$ cat src/rtl/mem_pkg.sv
// Shared types and constants for the MIPS memory-access stage.
package mem_pkg;

  typedef enum logic [2:0] {
    LS_B  = 3'b000,
    LS_H  = 3'b001,
    LS_W  = 3'b011,
    LS_BU = 3'b100,
    LS_HU = 3'b101
  } ls_type_e;

  typedef enum logic {
    ST_IDLE = 1'b0,
    ST_BUSY = 1'b1
  } state_e;

  localparam logic [3:0] BE_BYTE0   = 4'b0001;
  localparam logic [3:0] BE_HALF_LO = 4'b0011;
  localparam logic [3:0] BE_HALF_HI = 4'b1100;
  localparam logic [3:0] BE_WORD    = 4'b1111;

  typedef struct packed {
    logic [31:0] read_data;
    logic [31:0] alu_res;
    logic [31:0] pc_to_reg;
    logic [4:0]  addr_reg_dst;
    logic        reg_write;
    logic        mem_to_reg;
    logic        select_addr_reg;
  } mem_wb_t;

  // Unknown type codes behave as word accesses.
  function automatic logic is_misaligned(input logic [2:0] ls_type, input logic [1:0] addr_lo);
    case (ls_type)
      LS_B, LS_BU: is_misaligned = 1'b0;
      LS_H, LS_HU: is_misaligned = addr_lo[0];
      default:     is_misaligned = |addr_lo;
    endcase
  endfunction

endpackage

$ cat src/rtl/mem_access_unit_if.sv
// Data-memory req/ack bus between the memory-access stage and the data memory.
interface mem_access_unit_if #(
  parameter int ADDR_W = 10
);
  logic              o_mem_req;
  logic              o_mem_we;
  logic [ADDR_W-1:0] o_mem_addr;
  logic [3:0]        o_mem_be;
  logic [31:0]       o_mem_wdata;
  logic [31:0]       i_mem_rdata;
  logic              i_mem_ack;

  modport master (
    output o_mem_req, o_mem_we, o_mem_addr, o_mem_be, o_mem_wdata,
    input  i_mem_rdata, i_mem_ack
  );

  modport slave (
    input  o_mem_req, o_mem_we, o_mem_addr, o_mem_be, o_mem_wdata,
    output i_mem_rdata, i_mem_ack
  );
endinterface

$ cat src/rtl/load_store_align.sv
// Combinational byte-lane steering for stores and lane extraction/extension for loads.
module load_store_align
  import mem_pkg::*;
(
  input  logic [2:0]  ls_type,
  input  logic [1:0]  addr_lo,
  input  logic [31:0] store_data,
  input  logic [31:0] load_word,
  output logic [3:0]  be,
  output logic [31:0] wdata,
  output logic [31:0] load_data
);

  logic [31:0] byte_shift;
  logic [7:0]  byte_sel;
  logic [15:0] half_sel;

  assign byte_shift = load_word >> {addr_lo, 3'b000};
  assign byte_sel   = byte_shift[7:0];
  // Halfword selection only looks at addr[1]; addr[0] is handled by the optional misalign check.
  assign half_sel   = addr_lo[1] ? load_word[31:16] : load_word[15:0];

  always_comb begin
    be        = BE_WORD;
    wdata     = store_data;
    load_data = load_word;
    case (ls_type)
      LS_B, LS_BU: begin
        be        = BE_BYTE0 << addr_lo;
        wdata     = {4{store_data[7:0]}};
        load_data = (ls_type == LS_B) ? {{24{byte_sel[7]}}, byte_sel} : {24'd0, byte_sel};
      end
      LS_H, LS_HU: begin
        be        = addr_lo[1] ? BE_HALF_HI : BE_HALF_LO;
        wdata     = {2{store_data[15:0]}};
        load_data = (ls_type == LS_H) ? {{16{half_sel[15]}}, half_sel} : {16'd0, half_sel};
      end
      default: begin
        be        = BE_WORD;
        wdata     = store_data;
        load_data = load_word;
      end
    endcase
  end

endmodule

$ cat src/rtl/mem_access_unit.sv
// MIPS memory-access stage: req/ack data-memory sequencing and the MEM/WB register.
// Optional build macro MEM_MISALIGN_CHECK_EN suppresses misaligned H/W accesses and flags them.
//
//   state   | meaning
//   ST_IDLE | no transaction outstanding; mem ops launch, other ops pass to MEM/WB
//   ST_BUSY | request held on the bus until ack; MEM/WB receives bubbles meanwhile
module mem_access_unit
  import mem_pkg::*;
#(
  parameter int ADDR_W = 10
) (
  input  logic                  clk,
  input  logic                  rst,
  mem_access_unit_if.master     mem,
  input  logic [31:0]           i_ALU_res,
  input  logic [31:0]           i_rt_reg,
  input  logic [31:0]           i_pc_to_reg,
  input  logic [4:0]            i_addr_reg_dst,
  input  logic                  is_RegWrite,
  input  logic                  is_MemtoReg,
  input  logic                  is_MemWrite,
  input  logic                  is_MemRead,
  input  logic                  is_select_addr_reg,
  input  logic [2:0]            is_load_store_type,
  output logic                  os_stall,
  output logic [31:0]           o_read_data,
  output logic [31:0]           o_ALU_res,
  output logic [31:0]           o_pc_to_reg,
  output logic [4:0]            o_addr_reg_dst,
  output logic                  os_RegWrite,
  output logic                  os_MemtoReg,
  output logic                  os_select_addr_reg,
  output logic                  os_misaligned
);

  state_e      state_q, state_nxt;
  mem_wb_t     wb_q, wb_nxt, wb_pass;
  logic        mem_op, suppress, launch;
  logic [3:0]  be_c;
  logic [31:0] wdata_c, load_data_c;

  load_store_align u_align (
    .ls_type    (is_load_store_type),
    .addr_lo    (i_ALU_res[1:0]),
    .store_data (i_rt_reg),
    .load_word  (mem.i_mem_rdata),
    .be         (be_c),
    .wdata      (wdata_c),
    .load_data  (load_data_c)
  );

  assign mem_op = is_MemRead | is_MemWrite;
`ifdef MEM_MISALIGN_CHECK_EN
  assign suppress = mem_op & is_misaligned(is_load_store_type, i_ALU_res[1:0]);
`else
  assign suppress = 1'b0;
`endif
  assign launch = mem_op & ~suppress;

  assign os_stall = ((state_q == ST_IDLE) & launch) | ((state_q == ST_BUSY) & ~mem.i_mem_ack);

  always_comb begin
    wb_pass                 = '0;
    wb_pass.alu_res         = i_ALU_res;
    wb_pass.pc_to_reg       = i_pc_to_reg;
    wb_pass.addr_reg_dst    = i_addr_reg_dst;
    wb_pass.reg_write       = is_RegWrite;
    wb_pass.mem_to_reg      = is_MemtoReg;
    wb_pass.select_addr_reg = is_select_addr_reg;
  end

  always_comb begin
    state_nxt = state_q;
    wb_nxt    = '0;
    case (state_q)
      ST_IDLE: begin
        if (launch) begin
          state_nxt = ST_BUSY;
        end else if (!suppress) begin
          wb_nxt = wb_pass;
        end
      end
      ST_BUSY: begin
        if (mem.i_mem_ack) begin
          state_nxt        = ST_IDLE;
          wb_nxt           = wb_pass;
          wb_nxt.read_data = load_data_c;
        end
      end
      default: state_nxt = ST_IDLE;
    endcase
  end

  always_ff @(posedge clk or negedge rst) begin
    if (!rst) begin
      state_q         <= ST_IDLE;
      wb_q            <= '0;
      mem.o_mem_we    <= 1'b0;
      mem.o_mem_addr  <= '0;
      mem.o_mem_be    <= '0;
      mem.o_mem_wdata <= '0;
    end else begin
      state_q <= state_nxt;
      wb_q    <= wb_nxt;
      if (state_q == ST_IDLE && launch) begin
        mem.o_mem_we    <= is_MemWrite;
        mem.o_mem_addr  <= i_ALU_res[ADDR_W+1:2];
        mem.o_mem_be    <= be_c;
        mem.o_mem_wdata <= wdata_c;
      end
    end
  end

  assign mem.o_mem_req = (state_q == ST_BUSY);

`ifdef MEM_MISALIGN_CHECK_EN
  logic misaligned_q;
  always_ff @(posedge clk or negedge rst) begin
    if (!rst) misaligned_q <= 1'b0;
    else      misaligned_q <= (state_q == ST_IDLE) & suppress;
  end
  assign os_misaligned = misaligned_q;
`else
  assign os_misaligned = 1'b0;
`endif

  assign o_read_data        = wb_q.read_data;
  assign o_ALU_res          = wb_q.alu_res;
  assign o_pc_to_reg        = wb_q.pc_to_reg;
  assign o_addr_reg_dst     = wb_q.addr_reg_dst;
  assign os_RegWrite        = wb_q.reg_write;
  assign os_MemtoReg        = wb_q.mem_to_reg;
  assign os_select_addr_reg = wb_q.select_addr_reg;

endmodule

$ cat src/flat_wrapper.sv
// flat-port wrapper written by rule: the top's interface ports become plain ports
module mem_access_unit_flat import mem_pkg::*;
#(
  parameter int ADDR_W = 10
)
  (clk, rst, i_ALU_res, i_rt_reg, i_pc_to_reg, i_addr_reg_dst, is_RegWrite, is_MemtoReg, is_MemWrite, is_MemRead, is_select_addr_reg, is_load_store_type, os_stall, o_read_data, o_ALU_res, o_pc_to_reg, o_addr_reg_dst, os_RegWrite, os_MemtoReg, os_select_addr_reg, os_misaligned, mem_o_mem_req, mem_o_mem_we, mem_o_mem_addr, mem_o_mem_be, mem_o_mem_wdata, mem_i_mem_rdata, mem_i_mem_ack);
  mem_access_unit_if #(.ADDR_W(ADDR_W)) mem_i ();
  input  logic clk;
  input  logic rst;
  input  logic [31:0] i_ALU_res;
  input  logic [31:0] i_rt_reg;
  input  logic [31:0] i_pc_to_reg;
  input  logic [4:0] i_addr_reg_dst;
  input  logic is_RegWrite;
  input  logic is_MemtoReg;
  input  logic is_MemWrite;
  input  logic is_MemRead;
  input  logic is_select_addr_reg;
  input  logic [2:0] is_load_store_type;
  output logic os_stall;
  output logic [31:0] o_read_data;
  output logic [31:0] o_ALU_res;
  output logic [31:0] o_pc_to_reg;
  output logic [4:0] o_addr_reg_dst;
  output logic os_RegWrite;
  output logic os_MemtoReg;
  output logic os_select_addr_reg;
  output logic os_misaligned;
  output wire logic [$bits(mem_i.o_mem_req)-1:0] mem_o_mem_req;
  output wire logic [$bits(mem_i.o_mem_we)-1:0] mem_o_mem_we;
  output wire logic [$bits(mem_i.o_mem_addr)-1:0] mem_o_mem_addr;
  output wire logic [$bits(mem_i.o_mem_be)-1:0] mem_o_mem_be;
  output wire logic [$bits(mem_i.o_mem_wdata)-1:0] mem_o_mem_wdata;
  input wire logic [$bits(mem_i.i_mem_rdata)-1:0] mem_i_mem_rdata;
  input wire logic [$bits(mem_i.i_mem_ack)-1:0] mem_i_mem_ack;
  assign mem_o_mem_req = mem_i.o_mem_req;
  assign mem_o_mem_we = mem_i.o_mem_we;
  assign mem_o_mem_addr = mem_i.o_mem_addr;
  assign mem_o_mem_be = mem_i.o_mem_be;
  assign mem_o_mem_wdata = mem_i.o_mem_wdata;
  assign mem_i.i_mem_rdata = mem_i_mem_rdata;
  assign mem_i.i_mem_ack = mem_i_mem_ack;
  mem_access_unit #(.ADDR_W(ADDR_W)) u_core (.clk(clk), .rst(rst), .mem(mem_i), .i_ALU_res(i_ALU_res), .i_rt_reg(i_rt_reg), .i_pc_to_reg(i_pc_to_reg), .i_addr_reg_dst(i_addr_reg_dst), .is_RegWrite(is_RegWrite), .is_MemtoReg(is_MemtoReg), .is_MemWrite(is_MemWrite), .is_MemRead(is_MemRead), .is_select_addr_reg(is_select_addr_reg), .is_load_store_type(is_load_store_type), .os_stall(os_stall), .o_read_data(o_read_data), .o_ALU_res(o_ALU_res), .o_pc_to_reg(o_pc_to_reg), .o_addr_reg_dst(o_addr_reg_dst), .os_RegWrite(os_RegWrite), .os_MemtoReg(os_MemtoReg), .os_select_addr_reg(os_select_addr_reg), .os_misaligned(os_misaligned));
endmodule
$ cat config.mk
export PLATFORM = sky130hd
export DESIGN_NAME = mem_access_unit_flat
export DESIGN_NICKNAME = d
export VERILOG_FILES = /design/src/rtl/mem_pkg.sv /design/src/rtl/mem_access_unit_if.sv /design/src/rtl/load_store_align.sv /design/src/rtl/mem_access_unit.sv /design/src/flat_wrapper.sv
export SDC_FILE = /design/constraint.sdc
export NUM_CORES = 1
export LEC_CHECK = 0
export BUFFER_PORTS_ARGS = -buffer_cell sky130_fd_sc_hd__buf_4
export CAP_MARGIN = 10
export CORE_MARGIN = 10
export CORE_UTILIZATION = 45
export CTS_CLUSTER_SIZE = 30
export DETAILED_ROUTE_END_ITERATION = 16
export HOLD_SLACK_MARGIN = 0.1
export PLACE_DENSITY = 0.79
export SLEW_MARGIN = 30
export SYNTH_ARGS = -nofsm -noshare
export SYNTH_HDL_FRONTEND = slang
export SYNTH_SLANG_ARGS = --single-unit
$ cat constraint.sdc
create_clock -name clk -period 4.77 [get_ports clk]
set_input_delay 0.954 -clock clk [delete_from_list [all_inputs] [get_ports clk]]
set_output_delay 0.954 -clock clk [all_outputs]
set_load 0.01 [all_outputs]
# Yosys cells after proc, flatten, opt, wreduce, memory -nomap -nowiden

Index checks and enable logic that the tools add are counted.

Register bits: 152
Input port bits: 144
Output and inout port bits: 154

Eq/ne operators: 3
Shift operators: 2
Muxes and demuxes: 13
Bitwise logic cells: 6
Reduce and logical (&&, ||, !) cells: 4

Operator list:

| cell                  | count |
|---|---|
| $pmux W104 S2         | 1 |
| $pmux W32 S2          | 2 |
| $mux W104             | 1 |
| $mux W72              | 1 |
| $mux W32              | 2 |
| $shr A32 B5 Y8        | 1 |
| $mux W16              | 1 |
| $pmux W4 S2           | 1 |
| $eq A3 B3 Y1 const B  | 2 |
| $mux W4               | 1 |
| $reduce_or A2 Y1      | 2 |
| $shl A1 B2 Y4 const A | 1 |
| $eq A3 B1 Y1 const B  | 1 |
| $logic_not A3 Y1      | 1 |
| $and A1 B1 Y1         | 2 |
| $mux W1               | 2 |
| $not A1 Y1            | 2 |
| $or A1 B1 Y1          | 2 |
| $pmux W1 S2           | 1 |
| $logic_and A1 B1 Y1   | 1 |

# Longest topological paths before layout

Depth in word-level cells: 5
Depth in mapped cells: 7
Mapped depth without buffers: 4

# Hierarchy

A second synthesis with hierarchy kept.

Cells, all modules: 509
Area total of the unflattened synthesis: 6621.4 um2

By module, submodules not included:

| module           | instances | cells an instance | area an instance (um2) |
|---|---|---|---|
| mem_access_unit  | 1         | 338               | 5330.1 |
| load_store_align | 1         | 171               | 1291.2 |

# Worst setup path before layout

OpenSTA, ideal clock, no wires.

Path kind: in2out
From: input port mem_i_mem_ack
To: output port os_stall
Arrival: 1.899 ns
Required time: 3.816 ns
Path slack: 1.917 ns
Cell stages on the path: 4
Cell sequence: nand2_1 > o31a_1 > clkbuf_1 > clkbuf_1

Cells in the longest elaborated chain, start to end: 3

RTL lines:

| item               | line                  | text |
|---|---|---|
| start: declaration | flat_wrapper.sv:35    | `input wire logic [$bits(mem_i.i_mem_ack)-1:0] mem_i_mem_ack;` |
| $not A1 Y1         | mem_access_unit.sv:60 | `assign os_stall = ((state_q == ST_IDLE) & launch) \| ((state_q == ST_BUSY) & ~mem.i_mem_ack);` |
| $and A1 B1 Y1      | mem_access_unit.sv:60 |  |
| $or A1 B1 Y1       | mem_access_unit.sv:60 |  |
| end: declaration   | flat_wrapper.sv:20    | `output logic os_stall;` |

Every way passes these cells.

# Worst setup path after layout

Ends and elaborated chain as after synthesis.

==> results.toml <==
[synthesis]
yosysTopAreaCell = "dfrtp_1"
syn_inst = 483
ys_warn_count = 0
netlist_area_um2 = 5871
synth_top_area_share = 0.6479
ys_types = 33
synth.area.top_cells = "dfrtp_1 (65%), nor2b_1 (7.9%), mux2_2 (5.4%)"
syn_nets = 627
synth-seq-cells = 152
synth-edff-count = 0
synth_ff_type = "dfrtp_1"
syn_area_per_cell_um2 = 12.15
synthArstFlopShare = 1.000
ys_seq_area_frac = 0.6479

[timing]
fmax_mhz = 350.8
tightest_slew_ns = 0.8638
setup_tns_ns = 0
maxSlewViolCount = 0
post-route-period-util = 0.5977
fin_crit_ns = 2.851
setup_viol = 0
fin_worst_skew_ns = 0.005385
rsz0062_at_grt = "false"
max_slew_margin = 0.4226
hold_ws_ns = 0.4832
final_hold_viol_count = 0

[min_path]
hold_start = "u_core.mem.o_mem_wdata[29]"
hold_path_class = "reg -> reg"

[placed_design]
port-buffer-count = 296
hpwl_um = 14390
place.gp.congestion = 0.8358
dp.cells = 919

[critical_path]
critPathLaunchType = "input pin"
startpoint = "mem_i_mem_ack"
arrival_ns = 1.90
crit_path_end_kind = "output pin"
crit_fanout = 18
crit_type = "in -> out"
required_ns = 3.82
worstReg2RegStart = "u_core.mem.o_mem_req"

[clock_network]
ctsResizeCount = 0
cts_buffers = 17
ctsLongestPathBuffers = 2
htree_levels = 4
cts-root-buf = "clkbuf_16"
hold_buffers = 0
clkSlewWorstSetupHoldPaths_ns = 0.06
clkLatencyLatePin_ns = 0.43
cts_setup_buffers = 0
cts_tree = "done"
cts.sinks = 152

[power]
vdd_drop_max_uv = 331.5
p_leak_nw = 4.529
power_per_cell_area_nw_per_um2 = 397.7
power_w = 0.003487

[run]
max-cap-violations = 0

[die]
num_rows = 41
core_area_um2 = 12720
floorplan.initialDensity = 0.4614
dieArea_um2 = 18020
die_w_um = 134.2
fp.dieH_um = 134.2
pin_count = 298

[status]
status = "completed"

[cells_and_area]
n_antenna_cell = 0
multi_input_area_um2 = 1923
final_common_cell = "buf_4"
final_cell_mix = "buf_4 (298), dfrtp_1 (152), nor2b_1 (74)"
fin_cells = 950
area_growth_syn_to_layout_pct = 49.38
seq_area_um2 = 3804
drive_gt1_frac = 0.4666
utilization = 0.6893
n_fill_cell = 951
layout.nets = 910

[drt]
drtIter0Drc = 332
routed_wl_um = 18860
drc = 0
firstDrtPassIters = 5
via_count = 4721
vias_per_cell = 4.969
wl_per_cell_um = 19.86
antenna_left = 0

[global_route]
grt_pass1_vias = 5132
grt_pass1_wl_um = 28760
grt_antenna_before_repair = 0
grt_max_degree = 119
grt_remaining_overflow = 0
grt_usage = 0.2073
==> metrics by stage <==
stage | setup WS, ns | instance area [µm²]
2_1_floorplan | 1.917 | 5871
3_3_place_gp | 1.946 | 8200
3_5_place_dp | 1.933 | 8213
4_1_cts | 1.934 | 8770
5_1_grt | 1.842 | 8770
6_report | 1.919 | 8770
==> per-layer routing <==
| metal | GRT usage | routed length, µm | vias up |
|---|---|---|---|
| met5 | 0 | 0 | - |
| met4 | 0.07134 | 322 | 0 |
| met3 | 0.1150 | 2141 | 25 |
| met2 | 0.3603 | 9969 | 229 |
| met1 | 0.2038 | 6430 | 2285 |
| li1 | - | - | 2182 |
==> area by class of cell <==
type / count / share of cell area
well taps: 172 / 0.02454
multi-input cells: 291 / 0.2193
inverters: 5 / 0.002140
flip-flops and latches: 152 / 0.4337
repair buffers: 299 / 0.2568
clock buffers: 21 / 0.05250
clock inverters: 10 / 0.01099
==> power by group <==
group	switching (W)	internal, W
Sequential	0.0000704	0.00144
Combinational	0.000348	0.000369
Clock	0.000518	0.000743
==> cell usage after synthesis (2+ instances only) <==
| cell type | number |
|---|---|
| dfrtp_1 | 152 |
| nor2b_1 | 74 |
| nand2_1 | 59 |
| clkbuf_1 | 29 |
| mux2_2 | 28 |
| o21ai_0 | 27 |
| mux2i_1 | 25 |
| nor2_1 | 20 |
| a21oi_1 | 17 |
| a222oi_1 | 7 |
| a22o_1 | 7 |
| a22oi_1 | 7 |
| inv_1 | 5 |
| buf_2 | 3 |
| o21bai_1 | 3 |
| nor3_1 | 2 |
| o41ai_1 | 2 |
==> path summary, 6_finish.rpt <==
check / endpoint / slack (ns) / depth (start not counted)
max: os_stall / 1.92 / 4
min: u_core.mem.o_mem_wdata[29] / 0.48 / 2
max reg2reg: u_core.o_pc_to_reg[12] / 2.70 / 4
min reg2reg: u_core.mem.o_mem_wdata[29] / 0.48 / 2
max in group asynchronous: u_core.o_pc_to_reg[25] / 3.20 / 2
min in group asynchronous: u_core.o_pc_to_reg[12] / 0.61 / 1
==> worst max-delay path: stages <==
cell	delay, ns
buf_4	0.11
nand2_1	0.43
o31a_2	0.28
buf_4	0.13
==> kinds of logic after synthesis <==
kind of cell	count (synthesis)	share of synthesized area
and+or+nand+nor	161	0.1385
buffers and inverters	40	0.02813
DFF	152	0.6479
muxes	54	0.1002
AOI/OAI and AO/OA	75	0.08461
other	1	0.0006388
Power figures use the tool's default switching activity.
